<file path="config.mk">
export PLATFORM = sky130hd
export DESIGN_NAME = wb_bus_watchdog
export DESIGN_NICKNAME = d
export VERILOG_FILES = /design/src/rtl/wb_bus_watchdog.sv
export SDC_FILE = /design/constraint.sdc
export NUM_CORES = 1
export LEC_CHECK = 0
export CORE_AREA = 8 8 98 100
export CTS_BUF_LIST = sky130_fd_sc_hd__clkbuf_8 sky130_fd_sc_hd__clkbuf_16
export DETAILED_ROUTE_END_ITERATION = 16
export DIE_AREA = 0 0 106 108
export PLACE_DENSITY = 0.91
export SYNTH_ARGS = -nofsm -noshare
export SYNTH_HDL_FRONTEND = slang
export SYNTH_SLANG_ARGS = --single-unit
</file>
<file path="constraint.sdc">
create_clock -name wb_clk_i -period 5.05 [get_ports wb_clk_i]
set_clock_uncertainty 0.15 [all_clocks]
set_input_delay 1.515 -clock wb_clk_i [delete_from_list [all_inputs] [get_ports wb_clk_i]]
set_output_delay 1.515 -clock wb_clk_i [all_outputs]
set_load 0.01 [all_outputs]
</file>
<file path="src/rtl/wb_bus_watchdog.sv">
// Wishbone request watchdog: aborts hung requests with a one-cycle err.
// Optional fault logging is enabled by WB_BUS_WATCHDOG_FAULT_LOG_EN.
module wb_bus_watchdog #(
  parameter int unsigned TIMEOUT = 1024
) (
  input  logic        wb_clk_i,
  input  logic        wb_rst_n_i,
  input  logic [31:0] wbm_adr_i,
  input  logic [31:0] wbm_dat_i,
  input  logic [3:0]  wbm_sel_i,
  input  logic        wbm_we_i,
  input  logic        wbm_cyc_i,
  input  logic        wbm_stb_i,
  input  logic [2:0]  wbm_cti_i,
  input  logic [1:0]  wbm_bte_i,
  output logic [31:0] wbm_dat_o,
  output logic        wbm_ack_o,
  output logic        wbm_err_o,
  output logic        wbm_rty_o,
  output logic [31:0] wbs_adr_o,
  output logic [31:0] wbs_dat_o,
  output logic [3:0]  wbs_sel_o,
  output logic        wbs_we_o,
  output logic        wbs_cyc_o,
  output logic        wbs_stb_o,
  output logic [2:0]  wbs_cti_o,
  output logic [1:0]  wbs_bte_o,
  input  logic [31:0] wbs_dat_i,
  input  logic        wbs_ack_i,
  input  logic        wbs_err_i,
  input  logic        wbs_rty_i,
  output logic        fault_o,
  output logic [31:0] fault_adr_o,
  output logic [7:0]  fault_cnt_o,
  input  logic        fault_clr_i
);

  localparam int CW = $clog2(TIMEOUT + 1);
  localparam logic [CW-1:0] TMO = CW'(TIMEOUT);

  typedef enum logic [1:0] {
    IDLE,
    BUSY,
    ERR,
    GAP
  } state_e;

  state_e        state_q, state_d;
  logic [CW-1:0] cnt_q, cnt_d;
  logic          req;
  logic          rsp;
  logic          live;
  logic          enter_err;

  assign req = wbm_cyc_i & wbm_stb_i;
  assign rsp = wbs_ack_i | wbs_err_i | wbs_rty_i;

  always_ff @(posedge wb_clk_i) begin
    if (!wb_rst_n_i) begin
      state_q <= IDLE;
      cnt_q   <= '0;
    end else begin
      state_q <= state_d;
      cnt_q   <= cnt_d;
    end
  end

  always_comb begin
    state_d = state_q;
    cnt_d   = cnt_q;
    unique case (state_q)
      IDLE: begin
        if (req) begin
          state_d = BUSY;
          cnt_d   = CW'(1);
        end
      end
      BUSY: begin
        if (!wbm_cyc_i) begin
          state_d = IDLE;
          cnt_d   = '0;
        end else if (rsp) begin
          cnt_d = '0;
        end else if (cnt_q == TMO) begin
          state_d = ERR;
          cnt_d   = '0;
        end else if (wbm_stb_i) begin
          cnt_d = cnt_q + CW'(1);
        end
      end
      ERR: state_d = GAP;
      GAP: state_d = IDLE;
      default: begin
        state_d = IDLE;
        cnt_d   = '0;
      end
    endcase
  end

  assign enter_err = (state_q == BUSY) && (state_d == ERR);

  // Slave side is only connected in IDLE/BUSY and outside reset
  assign live = wb_rst_n_i & ((state_q == IDLE) | (state_q == BUSY));

  assign wbs_adr_o = wbm_adr_i;
  assign wbs_dat_o = wbm_dat_i;
  assign wbs_sel_o = wbm_sel_i;
  assign wbs_we_o  = wbm_we_i;
  assign wbs_cti_o = wbm_cti_i;
  assign wbs_bte_o = wbm_bte_i;
  assign wbs_cyc_o = wbm_cyc_i & live;
  assign wbs_stb_o = wbm_stb_i & live;

  assign wbm_dat_o = live ? wbs_dat_i : '0;
  assign wbm_ack_o = wbs_ack_i & live;
  assign wbm_rty_o = wbs_rty_i & live;
  assign wbm_err_o = (wbs_err_i & live)
                   | (wb_rst_n_i & (state_q == ERR));

`ifdef WB_BUS_WATCHDOG_FAULT_LOG_EN
  logic        fault_q;
  logic [31:0] fadr_q;
  logic [7:0]  fcnt_q;

  always_ff @(posedge wb_clk_i) begin
    if (!wb_rst_n_i) begin
      fault_q <= 1'b0;
      fadr_q  <= '0;
      fcnt_q  <= '0;
    end else if (enter_err) begin
      fault_q <= 1'b1;
      fadr_q  <= wbm_adr_i;
      if (fcnt_q != 8'hFF) fcnt_q <= fcnt_q + 8'd1;
    end else if (fault_clr_i) begin
      fault_q <= 1'b0;
    end
  end

  assign fault_o     = fault_q;
  assign fault_adr_o = fadr_q;
  assign fault_cnt_o = fcnt_q;
`else
  logic unused_log;
  assign unused_log  = fault_clr_i & enter_err;
  assign fault_o     = 1'b0;
  assign fault_adr_o = '0;
  assign fault_cnt_o = '0;
`endif

endmodule

</file>
== After elaboration in Yosys (flattened, before gate mapping) ==
Cells that the tools add are included.

* Add/subtract/negate cells: 1
* Eq/ne operators: 8
* Mux-type cells: 12
* Bitwise gates (word level): 12
* Reductions and logical operators: 4

{| class="wikitable"
|+ Operators by type and width
! operator !! number
|-
| 2-to-1 mux 11 bit || 5
|-
| 2-to-1 mux 32 bit || 1
|-
| one-hot mux 11 bit (2 select lines) || 1
|-
| adder 11 x 1 -> 11 bit, second input constant || 1
|-
| equality test 11 bit, second input constant || 1
|-
| bitwise AND 1 bit || 8
|-
| 2-to-1 mux 2 bit || 4
|-
| one-hot mux 2 bit (4 select lines) || 1
|-
| inequality test 3 bit, second input constant || 2
|-
| AND reduction 3 bit || 2
|-
| inequality test 5 bit, second input constant || 1
|-
| equality test 2 bit, second input constant || 2
|-
| bitwise OR 1 bit || 4
|-
| equality test 2 x 1 -> 1 bit, second input constant || 1
|-
| zero test 2 bit || 1
|-
| inequality test 2 bit, second input constant || 1
|-
| nonzero test 2 bit || 1
|}

* Flip-flop bits (word level): 13
* Bits of input ports: 114
* Output and inout bits: 152
* Logic and storage cells: 39

== Longest topological paths before layout ==
* Depth in word-level cells: 6
* Depth in mapped cells: 7
* Depth with buffers taken out: 6

== Worst setup path after synthesis ==
Ideal clock, no wire load.

* Kind: input -> output
* Start: input port wb_rst_n_i
* End: output port wbm_dat_o[10]
* Arrival: 2.220 ns
* Data required time: 3.385 ns
* Path slack: 1.165 ns
* Cell stages on the path: 3
* Path through: nor2b_1 clkbuf_1 and2_1

* Longest elaborated chain between the ends: 2

{| class="wikitable"
|+ RTL lines
! what !! RTL line !! source
|-
| start: declaration || 7 || <nowiki>input logic wb_rst_n_i,</nowiki>
|-
| bitwise AND 1 bit || 103 || <nowiki>assign live = wb_rst_n_i & ((state_q == IDLE) | (state_q == BUSY));</nowiki>
|-
| 2-to-1 mux 32 bit || 114 || <nowiki>assign wbm_dat_o = live ? wbs_dat_i : '0;</nowiki>
|-
| end: declaration || 16 || <nowiki>output logic [31:0] wbm_dat_o,</nowiki>
|}

No other way between the ends.

== Final worst setup path ==
* Start: input port wb_rst_n_i
* End: output port wbm_dat_o[0]

Same word-level chain as after synthesis.

==> summary.md <==
| Metric | Value |
|---|---|
| Setup_tns | 0 ps |
| Largest net degree at the start of global routing | 33 |
| CP startpoint | wb_rst_n_i |
| Vias in the first global route | 1432 |
| CP Max Fanout | 32 |
| Initial antenna violation count | 1 |
| Post-route minimum period | 4940 ps |
| P per Cell Area | ~150 mW/mm² |
| DRT met1 WL | 1840 µm |
| Most frequent cells after synthesis | 115 x buf_4, 36 x and2_1, 13 x dfxtp_1 |
| VDD IR max | 0.0640 mV |
| Top post-synthesis cells by area | buf_4 44%, dfxtp_1 13%, and2_1 11% |
| Final HPWL DP | 4580 µm |
| CTS tree | yes |
| Fmax | roughly 200 MHz |
| Final cell area excluding filler cells | 0.00219 mm² |
| Number of synthesized flops with an enable pin | 0 |
| Final ANT Viol Nets | 0 |
| 1st-iter DRT viols | 62 |
| Drt wl/cell | 15.0 µm |
| Routed WL | 5440 µm |
| Layout cells sized above 1 | 5.81% |
| Worst setup path class | input pin to primary output |
| Die Wd | 106 µm |
| Top-count cell post-synth | buf_4 |
| Via/cell ratio | slightly above 4 |
| Hold buffers post-CTS | 0 |
| Root Driver | clkbuf_8 |
| Slew margin rel. | 52.7% |
| Fillers | 874 |
| Max Slew Vio Count | 0 |
| Worst min-delay path class | flop to flop |
| Post-synthesis cell area | 0.00198 mm² |
| Sink Count | 13 |
| Area Growth Syn to Fin | 10.3% |
| Clock Pin Slew Worst Setup and Hold Paths | 50 ps |
| Tot GR Track Use | about 8.5% |
| H-tree levels | 1 |
| Die ar. | 0.0114 mm² |
| Core Area | 0.00805 mm² |
| Syn_area_per_cell | 7.72 µm² |
| Aggregate global routing overflow | 0 |
| Worst-skew pair later-pin latency | around 250 ps |
| R2R Setup Slk | 2890 ps |
| Post-CTS Setup Bufs | 0 |
| Met2 wire length | 2690 µm |
| Worst-Margin Slew | 710 ps |
| Startpoint type of the worst setup path | input pin |
| Ant diodes | 0 |
| # port buffers | 75 |
| RD Place Congestion | between 0.8 and 0.9 |
| RSZ-0062 raised after global routing | no |
| Worst setup margin | 108 ps |
| Count of different cell masters after synthesis | 44 |
| Leak pwr | 0.819 nW |
| Post_cts resized | 0 |
| Worst setup path endpoint | wbm_dat_o[0] |
| Num rows | 33 |
| Reg-to-reg endpoint | cnt_q[8]$_SDFFE_PN0P_ |
| Chip height | 108 µm |
| Seq cells post-synth | 13 |
| Final Hold Viols | 0 |
| Drt first pass iters | 6 |
| Status | finished, final reports clean |
| WP data required | 3390 ps |
| Asr flop ratio synth | 0% |
| Tcrit/Tclk final | 97.9% |
| DP Area | 0.00214 mm² |
| Endpoint class of the critical path | primary output |
| Top_reg_cell synth | dfxtp_1 |
| Met3 wire len | 568 µm |
| Reg2Reg Depth | 6 |
| Reg2reg start | cnt_q[0]$_SDFFE_PN0P_ |
| Syn Inst Count | 257 |
| CTS Buffer Depth | 2 |
| Post-route DRC | 0 |
| Initial Utilization | 24.6% |
| Final #Nets | 375 |
| First-pass GRT wire length | between 7000 and 8000 µm |
| Synth top area share | a little over two fifths |
| Highest metal used | met5 |
| CTS Buf Count | 3 |
| Sequential area share after synthesis | a little over an eighth |
| Final setup fails | 0 |
| Area leader, netlist | buf_4 |
| Place WS | ~74 ps |
| Critical path data arrival time | 3280 ps |
| I/O Pins | 266 |
| Total number of yosys warnings | 0 |
| Vias post-DR | between 1000 and 1500 |
| Max Cap Viol | 0 |
## through the flow
stage / hold WS (ps) / instances / utilization (%) / power [W]
after floorplan: 318 / 297 / - / 0.000242
after global placement: 350 / 359 / 26.6 / 0.000225
after detailed placement: 360 / 359 / 26.6 / 0.000227
after CTS: 367 / 363 / 27.2 / 0.000322
after global routing: 389 / 363 / 27.2 / 0.000335
final: 364 / 363 / 27.2 / 0.000319
## cell families (layout without fill, tap and decap cells)
logic type | count (synthesis) | count (layout) | share of synthesized area, %
buffers and inverters | 127 | 88 | 46.2
and+or+nand+nor | 83 | 83 | 27.0
AOI/OAI and AO/OA | 31 | 31 | 12.2
DFF | 13 | 13 | 13.1
adders and majority gates | 2 | 2 | 1.26
other | 1 | 41 | 0.189
## area by class of cell
cell class	instances	area, µm²	area share [%]
Clock buffer	3	41.3	1.89
Timing Repair Buffer	78	773	35.3
Inverter	6	22.5	1.03
Tap cell	105	131	6.00
Clock inverter	1	3.75	0.171
Multi-Input combinational cell	157	957	43.7
Sequential cell	13	260	11.9
## report_power, final
| group | switching, W | internal (W) |
|---|---|---|
| clock | 0.0000392 | 0.0000538 |
| sequential | 0.00000205 | 0.000104 |
| combinational | 0.0000537 | 0.0000662 |
| total | 0.0000949 | 0.000224 |
## registers in the layout (all words and copies together), names as in the netlist, named ones only
register / count
cnt_q: 11
state_q: 1
## cells in the final DEF, fill, tap and decap left out, types with 2 or more instances in the layout
master,count
o21a_1,2
dfxtp_1,13
buf_4,3
clkdlybuf4s50_1,75
o31ai_1,6
nand3_1,5
o21ba_1,2
ha_1,2
nand2_1,8
nor3_1,2
a21oi_1,7
o31a_1,3
clkbuf_8,3
nor2b_1,4
conb_1,41
nor2_1,4
inv_1,7
nor4_1,4
and2_1,36
o21ai_0,2
nand4_1,4
or4_1,5
## critical path: stages
cell and delay (ps):
clkdlybuf4s50_1 520, nor2b_1 220, buf_4 290, and2_1 170, clkdlybuf4s50_1 560
## layer usage
metal	GRT usage (%)	vias up
met5	0	-
met2	13.7	66
met3	4.28	33
met4	6.93	2
met1	8.12	680
li1	-	708
## how the worst min path moves through the flow
stage                            from                      to  slack, ps  cells after the start
2_1_floorplan  cnt_q[10]$_SDFFE_PN0P_  cnt_q[10]$_SDFFE_PN0P_        320                      2
3_3_place_gp   cnt_q[10]$_SDFFE_PN0P_  cnt_q[10]$_SDFFE_PN0P_        350                      2
3_5_place_dp   cnt_q[10]$_SDFFE_PN0P_  cnt_q[10]$_SDFFE_PN0P_        360                      2
4_1_cts        cnt_q[10]$_SDFFE_PN0P_  cnt_q[10]$_SDFFE_PN0P_        370                      2
5_1_grt        cnt_q[10]$_SDFFE_PN0P_  cnt_q[10]$_SDFFE_PN0P_        390                      2
6_report       cnt_q[10]$_SDFFE_PN0P_  cnt_q[10]$_SDFFE_PN0P_        360                      2
No activity file was read; power rests on OpenSTA's default activity.
